**src/rtl/counter_scheduler_pkg.sv**
```systemverilog
// Shared definitions for the counter scheduler: FSM states, default sizes and
// the index-width helper used by the arbiter and the top.
package counter_scheduler_pkg;

  localparam int unsigned N_REQ_DEF = 3;
  localparam int unsigned CNT_W_DEF = 3;

  typedef enum logic [1:0] {
    IDLE = 2'd0,
    RUN  = 2'd1,
    DONE = 2'd2
  } state_t;

  // A single requester still needs a one-bit index.
  function automatic int unsigned idx_w(input int unsigned n);
    return (n > 1) ? $clog2(n) : 1;
  endfunction

endpackage

```
**src/rtl/counter_scheduler_rr_pick.sv**
```systemverilog
// Combinational round-robin picker: first asserted request at or after ptr,
// searching upward with wrap-around.
module rr_pick
  import counter_scheduler_pkg::*;
#(
  parameter int unsigned N_REQ = N_REQ_DEF,
  parameter int unsigned IDX_W = idx_w(N_REQ)
) (
  input  logic [N_REQ-1:0] req,
  input  logic [IDX_W-1:0] ptr,
  output logic [N_REQ-1:0] win,
  output logic [IDX_W-1:0] win_idx
);

  logic             found;
  logic [IDX_W-1:0] sel;

  always_comb begin
    win     = '0;
    win_idx = '0;
    found   = 1'b0;
    sel     = '0;
    for (int unsigned k = 0; k < N_REQ; k++) begin
      sel = IDX_W'((32'(ptr) + k) % N_REQ);
      if (!found && req[sel]) begin
        found    = 1'b1;
        win[sel] = 1'b1;
        win_idx  = sel;
      end
    end
  end

endmodule

```
**src/rtl/counter_scheduler.sv**
```systemverilog
// Shared-counter scheduler: grants one requester at a time a run of len
// counting cycles, then pulses done; arbitration is round-robin.
module counter_scheduler
  import counter_scheduler_pkg::*;
#(
  parameter int unsigned N_REQ = N_REQ_DEF,
  parameter int unsigned CNT_W = CNT_W_DEF
) (
  input  logic                   clk,
  input  logic                   reset,
  input  logic [N_REQ-1:0]       req,
  input  logic [N_REQ*CNT_W-1:0] len,
  output logic [N_REQ-1:0]       gnt,
  output logic [N_REQ-1:0]       done,
  output logic                   busy,
  output logic                   cnt_en,
  output logic [CNT_W-1:0]       count
);

  localparam int unsigned IDX_W = idx_w(N_REQ);

  state_t           state;
  logic [IDX_W-1:0] ptr;
  logic [IDX_W-1:0] owner;
  logic [IDX_W-1:0] ptr_next;
  logic [IDX_W-1:0] win_idx;
  logic [N_REQ-1:0] win;
  logic [CNT_W-1:0] len_q;
  logic [CNT_W-1:0] win_len;
  logic             terminal;
  logic             owner_req;

  rr_pick #(
    .N_REQ(N_REQ),
    .IDX_W(IDX_W)
  ) u_pick (
    .req    (req),
    .ptr    (ptr),
    .win    (win),
    .win_idx(win_idx)
  );

  // Terminal compare wraps at CNT_W bits, so len 0 runs the full 2^CNT_W cycles.
  always_comb begin
    win_len = '0;
    for (int unsigned k = 0; k < N_REQ; k++) begin
      if (32'(win_idx) == k) win_len = len[k*CNT_W +: CNT_W];
    end
    terminal  = (count == len_q - CNT_W'(1));
    owner_req = req[owner];
    ptr_next  = (32'(owner) == N_REQ - 1) ? '0 : owner + IDX_W'(1);
  end

  always_ff @(posedge clk or negedge reset) begin
    if (!reset) begin
      state  <= IDLE;
      ptr    <= '0;
      owner  <= '0;
      len_q  <= '0;
      gnt    <= '0;
      done   <= '0;
      busy   <= 1'b0;
      cnt_en <= 1'b0;
      count  <= '0;
    end else begin
      case (state)
        IDLE: begin
          done <= '0;
          if (|req) begin
            state  <= RUN;
            owner  <= win_idx;
            len_q  <= win_len;
            gnt    <= win;
            busy   <= 1'b1;
            cnt_en <= 1'b1;
            count  <= '0;
          end
        end
        RUN: begin
          // Completion is checked before abort so a simultaneous drop still pulses done.
          if (terminal) begin
            state  <= DONE;
            done   <= gnt;
            gnt    <= '0;
            busy   <= 1'b0;
            cnt_en <= 1'b0;
            count  <= '0;
            ptr    <= ptr_next;
          end else if (!owner_req) begin
            state  <= IDLE;
            gnt    <= '0;
            busy   <= 1'b0;
            cnt_en <= 1'b0;
            count  <= '0;
            ptr    <= ptr_next;
          end else begin
            count <= count + CNT_W'(1);
          end
        end
        DONE: begin
          state <= IDLE;
          done  <= '0;
        end
        default: begin
          state  <= IDLE;
          gnt    <= '0;
          done   <= '0;
          busy   <= 1'b0;
          cnt_en <= 1'b0;
          count  <= '0;
        end
      endcase
    end
  end

endmodule

```
**config.mk**
```make
export PLATFORM = sky130hd
export DESIGN_NAME = counter_scheduler
export DESIGN_NICKNAME = d
export VERILOG_FILES = /design/src/rtl/counter_scheduler_pkg.sv /design/src/rtl/counter_scheduler_rr_pick.sv /design/src/rtl/counter_scheduler.sv
export SDC_FILE = /design/constraint.sdc
export NUM_CORES = 1
export LEC_CHECK = 0
export ABC_AREA = 0
export BUFFER_PORTS_ARGS = -buffer_cell sky130_fd_sc_hd__clkbuf_2
export CAP_MARGIN = 20
export CELL_PAD_IN_SITES_DETAIL_PLACEMENT = 1
export CELL_PAD_IN_SITES_GLOBAL_PLACEMENT = 1
export CORE_UTILIZATION = 41
export DETAILED_ROUTE_END_ITERATION = 8
export GPL_TIMING_DRIVEN = 0
export PLACE_DENSITY_LB_ADDON = 0.25
export SYNTH_ARGS = -nofsm -noshare
export SYNTH_HDL_FRONTEND = slang
export SYNTH_SLANG_ARGS = --single-unit
export TNS_END_PERCENT = 5
```
**constraint.sdc**
```tcl
create_clock -name clk -period 2.4 [get_ports clk]
set_clock_uncertainty 0.2 [all_clocks]
set_input_delay 0.36 -clock clk [delete_from_list [all_inputs] [get_ports clk]]
set_output_delay 0.36 -clock clk [all_outputs]
set_load 0.005 [all_outputs]
```
## Word level (Yosys, flattened, before mapping)

Cells that the tools add are included.

| word-level totals | value |
|---|---|
| input port bits | 14 |
| output and inout port bits | 11 |
| memories | 0 |
| bits in read-only memories | 0 |
| latch bits | 0 |
| RAM bits | 0 |
| word-level logic and storage cells | 97 |
| flip-flop bits (word level) | 19 |

| cells by class | value |
|---|---|
| magnitude comparators | 7 |
| shifts and indexed selects | 0 |
| reductions and logical operators | 15 |
| multiplexer cells | 46 |
| bitwise logic cells | 3 |
| multiply operators | 0 |
| $add $sub $neg | 5 |
| divide/modulo/power cells | 3 |
| equality and inequality tests | 10 |

Operators with widths:

| operator | count |
|---|---|
| 32-bit by 2-bit modulo with 32-bit output (second input constant) | 2 |
| 3-bit two-way mux | 14 |
| 2-bit by 2-bit modulo with 32-bit output (second input constant) | 1 |
| 2-bit two-way mux | 9 |
| 3-bit one-hot mux with 3 select lines | 2 |
| 2-bit by 3-bit < comparator with 1-bit output (second input constant) | 4 |
| 1-bit two-way mux | 12 |
| 1-bit binary-select mux with 2-bit select | 4 |
| 2-bit AND reduction | 4 |
| 1-bit demux with 2-bit select | 3 |
| 2-bit equality test (second input constant) | 3 |
| 2-bit by 1-bit greater-or-equal comparator with 1-bit output (second input constant) | 3 |
| 2-bit inequality test (second input constant) | 3 |
| 3-bit bitwise OR | 2 |
| 1-bit logical AND | 5 |
| 2-bit by 1-bit equality test with 1-bit output (second input constant) | 2 |
| 2-bit zero test | 2 |
| 2-bit one-hot mux with 2 select lines | 1 |
| 2-bit by 1-bit adder with 3-bit output (second input constant) | 1 |
| 2-bit by 2-bit adder with 3-bit output (second input constant) | 1 |
| 3-bit by 1-bit adder with 3-bit output (second input constant) | 1 |
| 3-bit equality test | 1 |
| 3-bit inequality test (second input constant) | 1 |
| 1-bit one-hot mux with 3 select lines | 1 |
| other kinds (6) | 7 |

## Longest topological paths before layout

| depth | value |
|---|---|
| depth after elaboration | 14 |
| gate-level depth with buffers | 8 |
| depth with buffers taken out | 7 |

## Cells and area by module

Synthesis repeated with hierarchy kept, for this count alone.

| unflattened totals | value |
|---|---|
| cells, all modules | 120 |
| area total of the unflattened synthesis | 1219.9 sq um |

By module, submodules not included:

| module | cells each | seq. area each (sq um) | times used | area each (sq um) |
|---|---|---|---|---|
| counter_scheduler | 82 | 475.5 | 1 | 953.4 |
| rr_pick | 38 | 0.0 | 1 | 266.5 |

## Worst setup path before layout

OpenSTA, ideal clock, no wires.

| timing path | value |
|---|---|
| kind | reg2reg |
| from | register ptr[0] |
| to | register len_q[0] |
| slack | 227 ps |
| required time | 2099 ps |
| library setup time | 101 ps |
| cell stages (with the launch flop) | 8 |
| clock period less this slack | 2173 ps |
| arrival time | 1872 ps |
| buffers on the path | 0 |
| cell sequence | dfrtp_1 > inv_1 > ha_1 > mux2_2 > nand3_1 > a31oi_4 > or3_4 > o311ai_2 |

| between the ends | value |
|---|---|
| word-level cells in the longest chain between the ends | 14 |

Ends and longest elaborated chain:

| what | line | RTL |
|---|---|---|
| start, declared | counter_scheduler.sv:23 | `logic [IDX_W-1:0] ptr;` |
| start signal, assigned | counter_scheduler.sv:88 | `ptr <= ptr_next;` |
| start signal, assigned | counter_scheduler.sv:95 | `ptr <= ptr_next;` |
| parallel branches: the longest is 9 deep, another holds 32-bit by 2-bit modulo with 32-bit output | n/a |  |
| 2-bit two-way mux (*) | counter_scheduler_rr_pick.sv:25 | `if (!found && req[sel]) begin` |
| 2-bit zero test | counter_scheduler.sv:47 | `if (32'(win_idx) == k) win_len = len[k*CNT_W +: CNT_W];` |
| 3-bit two-way mux (2 in a row) | counter_scheduler.sv:47 |  |
| 3-bit two-way mux (*) | counter_scheduler.sv:47 |  |
| end signal, assigned | counter_scheduler.sv:72 | `len_q <= win_len;` |
| end, declared | counter_scheduler.sv:28 | `logic [CNT_W-1:0] len_q;` |

Every way passes the cells marked *. The select of a mux whose other input is x is not followed.
A chain may end at the register's enable or synchronous reset.

## Worst setup path in the final report

| timing path | value |
|---|---|
| from | register ptr[0] |
| to | register len_q[1] |

Same word-level chain as after synthesis.

==> impl_metrics.csv <==
group,metric,value,unit
sta,min_period,2.38,ns
place,place_inst,204,
clocking,cts_buffer_depth,2,
route,via_per_inst,5.56,
layout,final_util,0.509,
layout,final_common_cell,"clkbuf_2",
power,clock_power_share,0.079,
route,drcViolationCount,0,
sta,slew_headroom,0.531,
global_routing,grt_pass1_vias,1177,
route,drt_wl_total,3210,um
min_path,hold_depth,3,
synth,yosysSeqAreaShare,0.365,
run,maxCapViolations,0,
clocking,cts_sinks,19,
worst_setup_path,crit_type,"flip-flop to flip-flop",
route,wl_per_cell,15.2,um
layout,fin_cells,211,
synth,synth_area,1300,um2
sta,worst_slew_pin_slew,0.699,ns
layout,layout-drive-gt1-share,0.293,
worst_setup_path,start_kind,"flip-flop",
power,vdd_drop_max,0.000562,V
power,powerDensity,1300,nW/um2
clocking,path_clk_slew,0.10,ns
layout,syn_to_final_growth,18.1,%
floorplan,coreArea,3030,um2
power,leakage,0.000737,uW
sta,rsz0062_at_grt,"yes",
synth,ys.warnings.count,0,
synth,postSynth.asyncResetShare,1.00,
sta,setup_viol,0,
sta,fin_crit_sh,0.991,
floorplan,dieArea,3410,um2
clocking,clk_latency,0.30,ns
worst_setup_path,cp-end-kind,"flip-flop",
global_routing,grt_max_degree,20,
worst_setup_path,crit_required,2.40,ns
layout,antenna_cells,0,
sta,timing.hold.ws,0.137,ns
synth,syn_avg_cell_area,9.59,um2
run_status,status,"complete, no violations",
worst_setup_path,cp.arrival,2.38,ns
place,gp_congestion,0.854,
worst_setup_path,reg2regPathDepth,7,
global_routing,grtUsageTotal,0.204,
route,ant_nets,0,
route,drtIter0Drc,40,
floorplan,die-height,58.4,um
clocking,clock-root-buffer,"clkbuf_4",
global_routing,grt-ovfl-total,0,
synth,synth_cell_types,41,
min_path,min_path_type,"input port to flip-flop",
layout,nNetsFinal,188,
floorplan,die_w,58.4,um
power,p_seq_frac,0.274,
global_routing,antenna_found_initial,0,
place,numPortBuffers,24,
global_routing,grt_pass1_wl,5300,um
synth,synth_seq_cells,19,
synth,netlist_instances,136,
sta,final-hold-violation-count,0,
synth,synth_edf_count,0,
clocking,cts_tree,"yes",
clocking,ctsHtreeMaxLevel,1,
clocking,cts_buffers,3,
sta,maxSlewViolCount,0,
synth,synth_flop_cell,"dfrtp_1",
layout,layout_common_cells,"24 x clkbuf_2, 19 x dfrtp_1, 11 x nand2_1",
power,p_sw,925,uW
synth,synth_nets,156,
sta,fmax,420,MHz
place,hpwl,2510,um
power,netSwitchingFraction,0.461,
floorplan,io_pins,25,
power,comb_power_share,0.647,
route,vias,1174,
power,power.internal,1080,uW
worst_setup_path,critPathMaxFanout,6,
floorplan,start_util,0.431,
floorplan,num_rows,20,
route,firstDrtPassIters,4,
[cells by family after synthesis]
| group | count (synthesis) | synth area share |
|---|---|---|
| AND/OR/NAND/NOR | 40 | 0.168 |
| multiplexers | 8 | 0.0633 |
| XOR/XNOR | 3 | 0.0307 |
| buffers and inverters | 14 | 0.0528 |
| AO/OA/AOI/OAI | 46 | 0.263 |
| flip-flops | 19 | 0.365 |
| adder cells (fa/ha/maj) | 6 | 0.0576 |
[per-layer routing]
layer  GRT usage  vias up  routed length, um
met4      0.0612        0                 53
met2       0.358       25               1620
met5           0        -                  0
met1       0.254      580               1430
met3      0.0418        6                109
li1            -      563                  -
[critical path: stages, from the launching register on]
cell and delay, ns:
dfrtp_1 0.41, inv_1 0.11, ha_2 0.25, mux2_2 0.36, nand3_1 0.14, a31oi_4 0.12
or3_4 0.38, o311ai_2 0.30
[synth_stat cells (2+ instances only)]
cell / number / area share
mux2i_1: 6 / 0.046
dfrtp_1: 19 / 0.36
nand3b_1: 2 / 0.012
nor2_1: 8 / 0.023
nor2b_1: 3 / 0.014
o311ai_2: 3 / 0.037
a21o_1: 3 / 0.017
nand3_1: 5 / 0.019
o22ai_1: 2 / 0.0096
buf_4: 2 / 0.012
a31oi_1: 6 / 0.029
ha_1: 6 / 0.058
nand2_1: 11 / 0.032
xor2_1: 2 / 0.013
o2bb2ai_1: 3 / 0.020
mux2_2: 2 / 0.017
a21oi_1: 9 / 0.035
and3b_1: 2 / 0.013
o21ai_0: 11 / 0.042
inv_1: 10 / 0.029
[final cells by class]
class                   count  area [um2]
fillers                   365        1490
multi-input cells         103         769
flip-flops and latches     19         475
repair buffers             27         145
well taps                  44        55.1
inverters                  10        37.5
plain buffers               4        31.3
clock buffers               4        26.3
[flip-flops by register name, indices dropped and copies added (netlist names)]
name and cells:
len_q 3, count 3, done 3, ptr 2, gnt 3, cnt_en 1, state 2, owner 2
[power by group through the flow]
stage | Combinational [uW] | Sequential (uW) | Clock [uW]
final | 1300 | 551 | 159
after global routing | 1440 | 568 | 176
after CTS | 1260 | 551 | 167
after detailed placement | 1240 | 557 | 0
after global placement | 1190 | 545 | 0
after floorplan | 937 | 535 | 0
[repair_timing]
item / 4_1_cts / 5_1_grt
gates resized for setup: 2 / 2
hold buffers: 1 / 0
endpoints found under the setup margin: 6 / 8
pin swaps: 1 / 1
endpoints found under the hold margin: 19 / 0
buffers inserted: 0 / 2
[worst paths after layout]
| path | slack, ns | endpoint | startpoint |
|---|---|---|---|
| min | 0.14 | len_q[2] | len[5] |
| max in group asynchronous | 1.35 | done[1] | reset |
| min in group asynchronous | 0.33 | count[1] | reset |
| max | 0.02 | len_q[1] | ptr[0] |
| max reg2reg | 0.02 | len_q[1] | ptr[0] |
| min reg2reg | 0.33 | gnt[0] | gnt[0] |
[through the flow]
step,total power (uW),worst slack (ns),area (um2),TNS (ns)
after floorplan,1470,0.227,1300,0
after global placement,1740,0.0538,1480,0
after detailed placement,1800,-0.0131,1480,-0.0131
after CTS,1980,0.00192,1520,0
after global routing,2190,-0.0534,1540,-0.142
final,2010,0.0209,1540,0
No activity file was read; power rests on OpenSTA's default activity.
